**src/rtl/key_cmd_queue.sv**
```systemverilog
`default_nettype none
// ============================================================================
// Module      : key_cmd_queue
// Description : Turns debounced key press/release pulses into command codes
//               (A/S/W/D presses, short and long presses of X) and queues
//               them in a small FIFO with a valid/ready consumer handshake.
// Revision    : 1.0 - initial release
// ============================================================================
module key_cmd_queue #(
    parameter int DEPTH       = 4,
    parameter int LONG_CYCLES = 100000000
) (
    input  logic       clk,
    input  logic       buttom_rst,
    input  logic       sign_pos_A,
    input  logic       sign_pos_S,
    input  logic       sign_pos_W,
    input  logic       sign_pos_D,
    input  logic       sign_pos_X,
    input  logic       sign_neg_X,
    output logic [2:0] cmd_code,
    output logic       cmd_valid,
    input  logic       cmd_ready,
    output logic [4:0] fifo_count,
    output logic       overflow
);

    localparam int c_ADDR_W = $clog2(DEPTH);
    localparam int c_CNT_W  = $clog2(LONG_CYCLES + 1);

    localparam logic [2:0] c_CODE_A       = 3'd1;
    localparam logic [2:0] c_CODE_S       = 3'd2;
    localparam logic [2:0] c_CODE_W       = 3'd3;
    localparam logic [2:0] c_CODE_X_SHORT = 3'd4;
    localparam logic [2:0] c_CODE_D       = 3'd5;
    localparam logic [2:0] c_CODE_X_LONG  = 3'd6;

    typedef enum logic [1:0] {
        ST_IDLE      = 2'd0,
        ST_HELD      = 2'd1,
        ST_LONG_WAIT = 2'd2
    } x_state_t;

    x_state_t               state_q, state_d;
    logic [c_CNT_W-1:0]     cnt_q, cnt_d;
    logic [2:0]             mem_q [DEPTH];
    logic [2:0]             mem_d [DEPTH];
    logic [c_ADDR_W-1:0]    wr_ptr_q, wr_ptr_d;
    logic [c_ADDR_W-1:0]    rd_ptr_q, rd_ptr_d;
    logic [4:0]             count_q, count_d;
    logic                   overflow_q, overflow_d;

    logic                   w_x_evt;
    logic [2:0]             w_x_code;
    logic [2:0]             w_n_evt;
    logic                   w_push;
    logic [2:0]             w_push_code;
    logic                   w_pop;
    logic                   w_full;
    logic                   w_push_ok;

    // X tracker: release is resolved before press so a same-cycle pair
    // closes the old press and then starts a fresh one.
    always_comb begin
        state_d  = state_q;
        cnt_d    = cnt_q;
        w_x_evt  = 1'b0;
        w_x_code = 3'd0;
        case (state_q)
            ST_IDLE: begin
            end
            ST_HELD: begin
                if (cnt_q >= c_CNT_W'(LONG_CYCLES)) begin
                    w_x_evt  = 1'b1;
                    w_x_code = c_CODE_X_LONG;
                    state_d  = sign_neg_X ? ST_IDLE : ST_LONG_WAIT;
                end else if (sign_neg_X) begin
                    w_x_evt  = 1'b1;
                    w_x_code = c_CODE_X_SHORT;
                    state_d  = ST_IDLE;
                end else begin
                    cnt_d = cnt_q + c_CNT_W'(1);
                end
            end
            ST_LONG_WAIT: begin
                if (sign_neg_X) begin
                    state_d = ST_IDLE;
                end
            end
            default: state_d = ST_IDLE;
        endcase
        if (sign_pos_X) begin
            state_d = ST_HELD;
            cnt_d   = c_CNT_W'(1);
        end
    end

    // One push per cycle by fixed priority; extra events and pushes into a
    // full queue (without a simultaneous pop) are lost and flagged.
    always_comb begin
        w_n_evt = 3'(w_x_evt) + 3'(sign_pos_A) + 3'(sign_pos_S)
                + 3'(sign_pos_W) + 3'(sign_pos_D);
        w_push      = (w_n_evt != 3'd0);
        w_push_code = 3'd0;
        if (w_x_evt)         w_push_code = w_x_code;
        else if (sign_pos_A) w_push_code = c_CODE_A;
        else if (sign_pos_S) w_push_code = c_CODE_S;
        else if (sign_pos_W) w_push_code = c_CODE_W;
        else if (sign_pos_D) w_push_code = c_CODE_D;

        w_pop     = (count_q != 5'd0) && cmd_ready;
        w_full    = (count_q == 5'(DEPTH));
        w_push_ok = w_push && (!w_full || w_pop);

        overflow_d = overflow_q || (w_n_evt > 3'd1) || (w_push && w_full && !w_pop);

        mem_d    = mem_q;
        wr_ptr_d = wr_ptr_q;
        rd_ptr_d = rd_ptr_q;
        if (w_push_ok) begin
            mem_d[wr_ptr_q] = w_push_code;
            wr_ptr_d        = wr_ptr_q + c_ADDR_W'(1);
        end
        if (w_pop) begin
            rd_ptr_d = rd_ptr_q + c_ADDR_W'(1);
        end

        case ({w_push_ok, w_pop})
            2'b10:   count_d = count_q + 5'd1;
            2'b01:   count_d = count_q - 5'd1;
            default: count_d = count_q;
        endcase
    end

    // State registers; reset discards tracker, queue and sticky flag.
    always_ff @(posedge clk) begin
        if (buttom_rst) begin
            state_q    <= ST_IDLE;
            cnt_q      <= '0;
            mem_q      <= '{default: 3'd0};
            wr_ptr_q   <= '0;
            rd_ptr_q   <= '0;
            count_q    <= 5'd0;
            overflow_q <= 1'b0;
        end else begin
            state_q    <= state_d;
            cnt_q      <= cnt_d;
            mem_q      <= mem_d;
            wr_ptr_q   <= wr_ptr_d;
            rd_ptr_q   <= rd_ptr_d;
            count_q    <= count_d;
            overflow_q <= overflow_d;
        end
    end

    // Outputs come straight from registers, so no input reaches them combinationally.
    always_comb begin
        cmd_valid  = (count_q != 5'd0);
        cmd_code   = cmd_valid ? mem_q[rd_ptr_q] : 3'd0;
        fifo_count = count_q;
        overflow   = overflow_q;
    end

endmodule
`default_nettype wire

```
**config.mk**
```make
export PLATFORM = sky130hd
export DESIGN_NAME = key_cmd_queue
export DESIGN_NICKNAME = d
export VERILOG_FILES = /design/src/rtl/key_cmd_queue.sv
export SDC_FILE = /design/constraint.sdc
export NUM_CORES = 1
export LEC_CHECK = 0
export ABC_AREA = 1
export BUFFER_PORTS_ARGS = -buffer_cell sky130_fd_sc_hd__buf_2
export CAP_MARGIN = 5
export CORE_ASPECT_RATIO = 1.4
export CORE_UTILIZATION = 25
export CTS_BUF_LIST = sky130_fd_sc_hd__clkbuf_4
export CTS_CLUSTER_DIAMETER = 60
export CTS_CLUSTER_SIZE = 28
export DETAILED_ROUTE_END_ITERATION = 8
export PLACE_DENSITY_LB_ADDON = 0.3
export SYNTH_ARGS = -nofsm -noshare
export SYNTH_HDL_FRONTEND = slang
export SYNTH_SLANG_ARGS = --single-unit
```
**constraint.sdc**
```tcl
create_clock -name clk -period 4.58 [get_ports clk]
set_input_delay 0.916 -clock clk [delete_from_list [all_inputs] [get_ports clk]]
set_output_delay 0.916 -clock clk [all_outputs]
set_load 0.05 [all_outputs]
```
==> results of run 1 <==
==> kinds of logic after synthesis <==
| logic type | count (synthesis) | share of synthesized area [%] |
|---|---|---|
| compound gates | 80 | 13.39 |
| xor+xnor | 20 | 5.094 |
| fa+ha+maj | 18 | 6.987 |
| buf+inv | 75 | 9.133 |
| flops | 51 | 29.69 |
| simple gates | 278 | 35.70 |
==> metal layers <==
| layer | routed length [µm] | part of all wire [%] |
|---|---|---|
| met1 | 3592 | 41 |
| met2 | 4804 | 54 |
| met3 | 222 | 2.5 |
| met4 | 207 | 2.3 |
| met5 | 0 | 0 |
==> area by class of cell <==
type	count	area share, %
multi-input combinational	396	55.74
sequential	51	27.06
inverter	64	6.366
tap	182	6.034
timing repair buffer	19	2.586
clock inverter	3	1.160
clock buffer	5	0.9947
antenna	1	0.06631
==> final timing paths <==
check                           slack (ns)  startpoint            end  cells past startpoint
worst min-delay path                  0.52    cnt_q[1]       cnt_q[1]                      2
worst max-delay path                  0.83  sign_pos_A  fifo_count[4]                     23
worst min register to register        0.52    cnt_q[1]       cnt_q[1]                      2
worst max register to register        0.84   cnt_q[12]  fifo_count[4]                     27
==> synthesized netlist by cell type <==
master | number | share of area [%]
xor2_1 | 16 | 4.1
inv_2 | 4 | 0.44
nor3b_1 | 1 | 0.22
buf_6 | 4 | 1.3
clkinv_1 | 1 | 0.11
nor2_1 | 62 | 6.8
fa_1 | 2 | 1.2
nor2_4 | 2 | 0.65
o21ai_0 | 19 | 2.8
buf_2 | 2 | 0.29
dfxtp_1 | 51 | 30
nand3_4 | 2 | 1.0
nor3_1 | 2 | 0.29
clkbuf_1 | 4 | 0.44
a21oi_1 | 43 | 6.3
o21bai_1 | 2 | 0.44
ha_1 | 16 | 5.8
xnor2_1 | 4 | 1.0
nor2_2 | 3 | 0.55
buf_1 | 1 | 0.11
nand2_2 | 3 | 0.55
and3_1 | 1 | 0.18
nand4_1 | 7 | 1.3
nand3_1 | 44 | 6.4
a21oi_2 | 12 | 3.1
nand3_2 | 3 | 0.87
o21a_1 | 4 | 0.87
nand3b_1 | 7 | 1.5
inv_1 | 59 | 6.4
nand2_1 | 141 | 15
==> worst max-delay path, cell delays in order <==
cell	delay (ns)
buf_2	0.07
inv_1	0.07
fa_1	0.54
inv_1	0.05
fa_1	0.42
inv_1	0.09
ha_1	0.23
inv_1	0.08
nand2_1	0.05
nor2_1	0.08
inv_1	0.07
nand2_2	0.15
ha_1	0.29
xor2_1	0.21
ha_1	0.17
inv_1	0.03
nand2_1	0.08
and3_1	0.19
nor2_1	0.04
nand2_1	0.06
nand2_1	0.05
nand2_1	0.06
a21oi_1	0.05
==> metrics by stage <==
step	setup WS, ns	cell area, µm²	std cells	utilization [%]
3_5_place_dp	0.3711	3690	712	27.56
5_1_grt	0.4435	3774	721	28.19
4_1_cts	0.8127	3771	720	28.17
3_3_place_gp	0.4896	3690	712	27.56
2_1_floorplan	0.7240	3438	522	-
6_report	0.8305	3774	721	28.19
==> registers in the layout, summed over array words and instances (netlist names) <==
| register | cells |
|---|---|
| fifo_count | 5 |
| overflow | 1 |
| cnt_q | 27 |
| wr_ptr_q | 2 |
| state_q | 2 |
| mem_q | 12 |
| rd_ptr_q | 2 |
==> power groups by stage <==
stage / combinational, W / sequential (W) / clock [W]
floorplan: 0.000376 / 0.000609 / 0
global placement: 0.000557 / 0.000562 / 0
detailed placement: 0.000564 / 0.000563 / 0
CTS: 0.000565 / 0.000554 / 0.000288
global route: 0.000627 / 0.000563 / 0.000302
finish: 0.000558 / 0.000554 / 0.000278
==> cells in the final DEF (no fill, tap or decap) <==
cell type,instances
nor2_2,3
clkinv_1,1
nand3b_1,7
inv_2,4
nand3_1,44
fa_1,2
buf_4,1
inv_1,59
nand2_2,3
nand3_2,3
nand3_4,2
xnor2_1,4
clkinv_2,1
o21bai_1,2
diode_2,1
clkinv_4,1
nor2_4,2
ha_1,16
o21a_1,4
nand4_1,7
o21ai_0,19
bufinv_16,1
xor2_1,16
a21oi_1,43
nand2_1,141
dfxtp_1,51
nor2_1,62
nor3_1,2
buf_2,18
and3_1,1
nor3b_1,1
clkbuf_4,5
a21oi_2,12
==> reports/metrics.cfg, run 1 <==
[final_layout]
final_layout_size_suffix_gt1_share_pct = 10.41
syn_to_final_growth_pct = 9.753
regArea_um2 = 1021
finalNetCount = 564
multi_input_comb_area_um2 = 2103
n_fill_cell = 1535

[global_route]
grt_use_total_pct = 13.18
busiest_layer = met2
grt_overflow_total = 0
grt.met3_usage_pct = 1.884
initial_antenna_violation_count = 1
grtUsageMet1_pct = 13.92
met2_usage_pct = 25.64
grt_start_max_net_pins = 29
grt_first_pass_wirelength_um = 14950
vias_in_the_first_global_route = 3232

[synth]
syn-cell-area_um2 = 3438
synth-seq-cells = 51
synthCells = 522
syn-num-nets = 549
synth_warnings = 0
count_of_cell_types_in_the_netlist = 30
seq_area_frac_synth_pct = 29.69
mean_instance_size_in_the_synthesized_netlist_um2 = 6.587

[drt]
postRouteWirelength_um = 8826
vias = 3236
wl_per_cell_um = 12.24
drc = 0
count_of_tritonroute_iterations_in_the_first_routing_pass = 5
ant_nets = 0
vias_per_cell = 4.488
drtIter0Drc = 92

[place]
port_buffers = 18
gp_routability_congestion = 0.8606
detailed_place_hpwl_um = 6622

[floorplanning]
floorplan.rows = 50
dieArea_um2 = 14230
die-height_um = 140.8
dieWidth_um = 101.1
start_util_pct = 25.68
ios = 19
floorplan.core_area_um2 = 13390

[timing]
final_max_slew_viol_count = 0
clock.fmax_mhz = 266.7
min_period_over_period_pct = 81.87
setup_tns_ns = 0
slew-limit-headroom_pct = 34.04
finalClockSkew_ns = 0.03334
grt_setup_unrepaired = false
timing.hold.ws_ns = 0.5182
finalHoldViolations = 0
worst_margin_slew_ns = 0.9833
finalSetupViolCount = 0
layout_min_cycle_time_ns = 3.750

[power]
internal_power_w = 0.0007749
power.net_switching_w = 0.0006152
power.static_leakage_nw = 1.551
power_frac_seq_pct = 39.9
finalPower_w = 0.001390
switching_share_pct = 44.25
power.density_cell_area_nw_per_um2 = 368.4
peakVddDrop_mv = 0.2964
p_clk_share_pct = 20.0
p_comb_share_pct = 40.1

[clock_tree]
cts.sink_count = 51
cts_setup_buffers = 0
cts_repair_resize_count = 0
clock_path_buffers = 2
cts_tree = yes
clk_latency_ns = 0.40
cts.hold.buffers_added = 0
cts-htree-levels = 2
tritoncts.num_buffers = 5
clk_pin_slew_worst_paths_ns = 0.17
clock_tree.root_cell = clkbuf_4

[worst_hold_path]
holdCritPathClass = register to register

[worst_setup_path]
crit_path_kind = primary input to register
max_fo_critical_path = 9
critPathArrivalTime_ns = 4.05
critical_path_required_ns = 4.88
crit_path_end_kind = register
setup.worst_path.start_class = primary input

[run]
cap_violations = 0

[run_status]
run_status = finished, final reports clean

Note: power is estimated with default switching activity, not from simulation.
==> run 2: changes to the inputs <==
Settings changed: ABC_AREA 1 to 0.
Clock period 4.58 ns to 3.95 ns, I/O delays scaled along.
==> run 2 against run 1 <==
Net effect: cell count down 26%; die area shrank 8.4%; combinational power is 17% higher; wire length down 11%; critical path depth shrank 5; synthesized cell count shrank 30%; worst hold slack got worse by 0.023 ns; synthesized area is 8.6% lower; sequential power is 18% higher; cell area is 5.4% lower; count of clock-buffer cells in the layout up 2; critical path type is now register to register; largest power group is now registers.
==> reports/metrics.cfg, run 2 <==
[run_status]
run_status = finished, final reports clean

[floorplanning]
die-height_um = 134.7  ; -4.3%
start_util_pct = 25.54  ; -0.14 points
floorplan.rows = 48  ; -4.0%
floorplan.core_area_um2 = 12310  ; -8.0%
dieArea_um2 = 13040  ; -8.4%
dieWidth_um = 96.78  ; -4.3%
ios = 19  ; unchanged

[power]
finalPower_w = 0.001568  ; +13%
peakVddDrop_mv = 0.1379  ; -53%
power_frac_seq_pct = 41.8  ; +1.9 points
switching_share_pct = 42.16  ; -2.1 points
internal_power_w = 0.0009070  ; +17%
power.static_leakage_nw = 1.305  ; -16%
p_comb_share_pct = 41.7  ; +1.6 points
power.net_switching_w = 0.0006610  ; +7.4%
power.density_cell_area_nw_per_um2 = 439.3  ; +19%
p_clk_share_pct = 16.5  ; -3.5 points

[synth]
synth-adder-area-share_pct = 7.640  ; +0.65 points
synth-seq-cells = 51  ; unchanged
synth_top_family_by_area = simple AND/OR/NAND/NOR gates
synthSimpleGateAreaFrac_pct = 27.74  ; -8.0 points
yosys-top-cells-count = dfxtp_1 (51), a21oi_1 (28), nand2_1 (18), inv_1 (17), nor2_1 (17)
synthCells = 364  ; -30%
syn-num-nets = 391  ; -29%
mean_instance_size_in_the_synthesized_netlist_um2 = 8.638  ; +31%
synth_top_area_share_pct = 32.47  ; +2.8 points
synth_warnings = 0  ; unchanged
synthXorXnorAreaFrac_pct = 1.950  ; -3.1 points
count_of_cell_types_in_the_netlist = 61  ; +100%
synth_top_cell_by_area = dfxtp_1
yosys.cell_count.top_type = dfxtp_1
synth_top_flop_cell = dfxtp_1
muxShareOfSynthArea_pct = 3.780  ; +3.8 points
top_cells_by_area_in_the_synthesized_netlist = dfxtp_1 (32%), ha_1 (6.4%), a21oi_1 (4.5%)
synth-compound-area-share_pct = 20.45  ; +7.1 points
syn-cell-area_um2 = 3144  ; -8.6%
synth-edff-count = 0  ; unchanged
seq_area_frac_synth_pct = 32.47  ; +2.8 points
synthArstFlopShare_pct = 0  ; unchanged

[worst_setup_path]
max_fo_critical_path = 5  ; -4
crit_start = cnt_q[21]
crit_path_end_kind = register
crit_path_kind = register to register
critPathArrivalTime_ns = 4.10  ; +0.05 ns
setup.worst_path.start_class = register
rr_startpoint = cnt_q[21]
critical_path_required_ns = 4.25  ; -0.63 ns

[drt]
postRouteWirelength_um = 7860  ; -11%
wl_per_cell_um = 14.66  ; +20%
vias = 2815  ; -13%
vias_per_cell = 5.252  ; +17%
drc = 0  ; unchanged
count_of_tritonroute_iterations_in_the_first_routing_pass = 4  ; -1
drtIter0Drc = 128  ; +39%
ant_nets = 0  ; unchanged

[worst_hold_path]
min_from = cnt_q[24]
holdCritPathClass = register to register

[final_layout]
n_fill_cell = 1299  ; -15%
regArea_um2 = 1032  ; +1.1%
finish.instance_area_um2 = 3570  ; -5.4%
multi_input_comb_area_um2 = 1988  ; -5.5%
final_layout_size_suffix_gt1_share_pct = 20.47  ; +10 points
syn_to_final_growth_pct = 13.53
finalNetCount = 412  ; -27%
antenna-diode-count = 0  ; -1
commonest_cells_after_routing_fill_and_taps_aside = dfxtp_1 (44), a21oi_1 (27), buf_4 (20)
mostFrequentLayoutCell = dfxtp_1
max_ffs_per_register = 27  ; unchanged
largest-register = cnt_q

[global_route]
grt_use_total_pct = 12.37  ; -0.80 points
grt_overflow_total = 0  ; unchanged
vias_in_the_first_global_route = 2707  ; -16%
initial_antenna_violation_count = 0  ; -1
grt_first_pass_wirelength_um = 13170  ; -12%
grt_start_max_net_pins = 50  ; +72%

[clock_tree]
cts.sink_count = 51  ; unchanged
clk_latency_ns = 0.39  ; about the same
cts-htree-levels = 2  ; unchanged
cts_tree = yes
clk_pin_slew_worst_paths_ns = 0.16  ; about the same
clock_path_buffers = 2  ; unchanged
tritoncts.num_buffers = 5  ; unchanged
clock_tree.root_cell = clkbuf_4
cts.hold.buffers_added = 0  ; unchanged

[timing]
final_max_slew_viol_count = 0  ; unchanged
layout_min_cycle_time_ns = 3.801
slew-limit-headroom_pct = 53.27  ; +19 points
worst_margin_slew_ns = 0.6984  ; -0.2849 ns
setup_tns_ns = 0  ; unchanged
clock.fmax_mhz = 263.1
min_period_over_period_pct = 96.24
finalHoldViolations = 0  ; unchanged
finalWorstSetupSlack_ns = 0.1486  ; -0.6818 ns
finalClockSkew_ns = 0.01259  ; -0.02075 ns
finalSetupViolCount = 0  ; unchanged
timing.hold.ws_ns = 0.4949  ; -0.02332 ns

[place]
placed_area_um2 = 3480  ; -5.7%
port_buffers = 18  ; unchanged
dpl_worst_slack_ns = -0.05893  ; -0.4300 ns
detailed_place_hpwl_um = 5690  ; -14%
gp_routability_congestion = 0.7533  ; -12%

[run]
cap_violations = 0  ; unchanged

==> run 2: cell types whose count changed after synthesis, sizes merged, moves of 8 or more <==
| cell | change |
|---|---|
| xor2 | -12 |
| a21oi | -27 |
| clkbuf | +9 |
| and2 | +8 |
| nand2 | -126 |
| inv | -46 |
| nand3 | -36 |
| or3 | +15 |
| o31ai | +15 |
| nor2 | -49 |
| or4 | +13 |
==> run 2: cell type report <==
cell class	count	share of cell area (%)
well taps	150	5.258
multi-input cells	272	55.70
flip-flops and latches	51	28.92
inverters	17	1.788
clock inverters	1	0.1402
repair buffers	38	6.730
clock buffers	7	1.472
==> run 2: per-layer routing <==
layer | part of all wire, % | global-route usage, %
met5 | 0 | 0
met4 | 1.7 | 4.229
met3 | 2.8 | 2.277
met2 | 54 | 23.83
met1 | 42 | 13.41
==> run 2: final timing paths <==
kind,endpoint,slack (ns),cells after the start
setup / recovery,fifo_count[4],0.15,18
hold / removal,cnt_q[24],0.49,2
setup reg to reg,fifo_count[4],0.15,18
hold reg to reg,cnt_q[24],0.49,2
==> run 2: what timing repair did <==
action                                  CTS  global route
buffers inserted                          0             1
gates resized for setup                   0             9
endpoints found under the setup margin    0             2
==> run 2: power groups by stage <==
stage / clock [W] / combinational, W / sequential (W)
2_1_floorplan: 0 / 0.000465 / 0.000701
3_3_place_gp: 0 / 0.000641 / 0.000665
3_5_place_dp: 0 / 0.000649 / 0.000669
4_1_cts: 0.000276 / 0.000653 / 0.000657
5_1_grt: 0.000295 / 0.000715 / 0.000669
6_report: 0.000259 / 0.000653 / 0.000656
==> run 2: kinds of logic after synthesis <==
| kind of cell | Yosys count |
|---|---|
| adder cells (fa/ha/maj) | 18 |
| multiplexers | 8 |
| AND/OR/NAND/NOR | 142 |
| flip-flops | 51 |
| AO/OA/AOI/OAI | 97 |
| XOR/XNOR | 7 |
| buffers and inverters | 41 |
==> run 2: metrics by stage <==
step                util [%]  cells
detailed placement     28.26    527
floorplan                  -    364
finish                 28.99    536
global route           28.99    536
CTS                    28.73    535
global placement       28.26    527
==> run 2: worst max-delay path: stages (launching register included) <==
cell and delay, ns:
dfxtp_4 0.40, nand4_2 0.13, or4_4 0.58, nor2_8 0.12, o31a_1 0.19, fa_2 0.24
inv_2 0.05, ha_4 0.26, nor3_2 0.04, a31oi_2 0.18, inv_2 0.07, ha_4 0.17
xor2_1 0.14, ha_2 0.18, a21o_1 0.18, o21ai_2 0.14, nand3b_1 0.09, a31oi_1 0.19
mux2_2 0.34
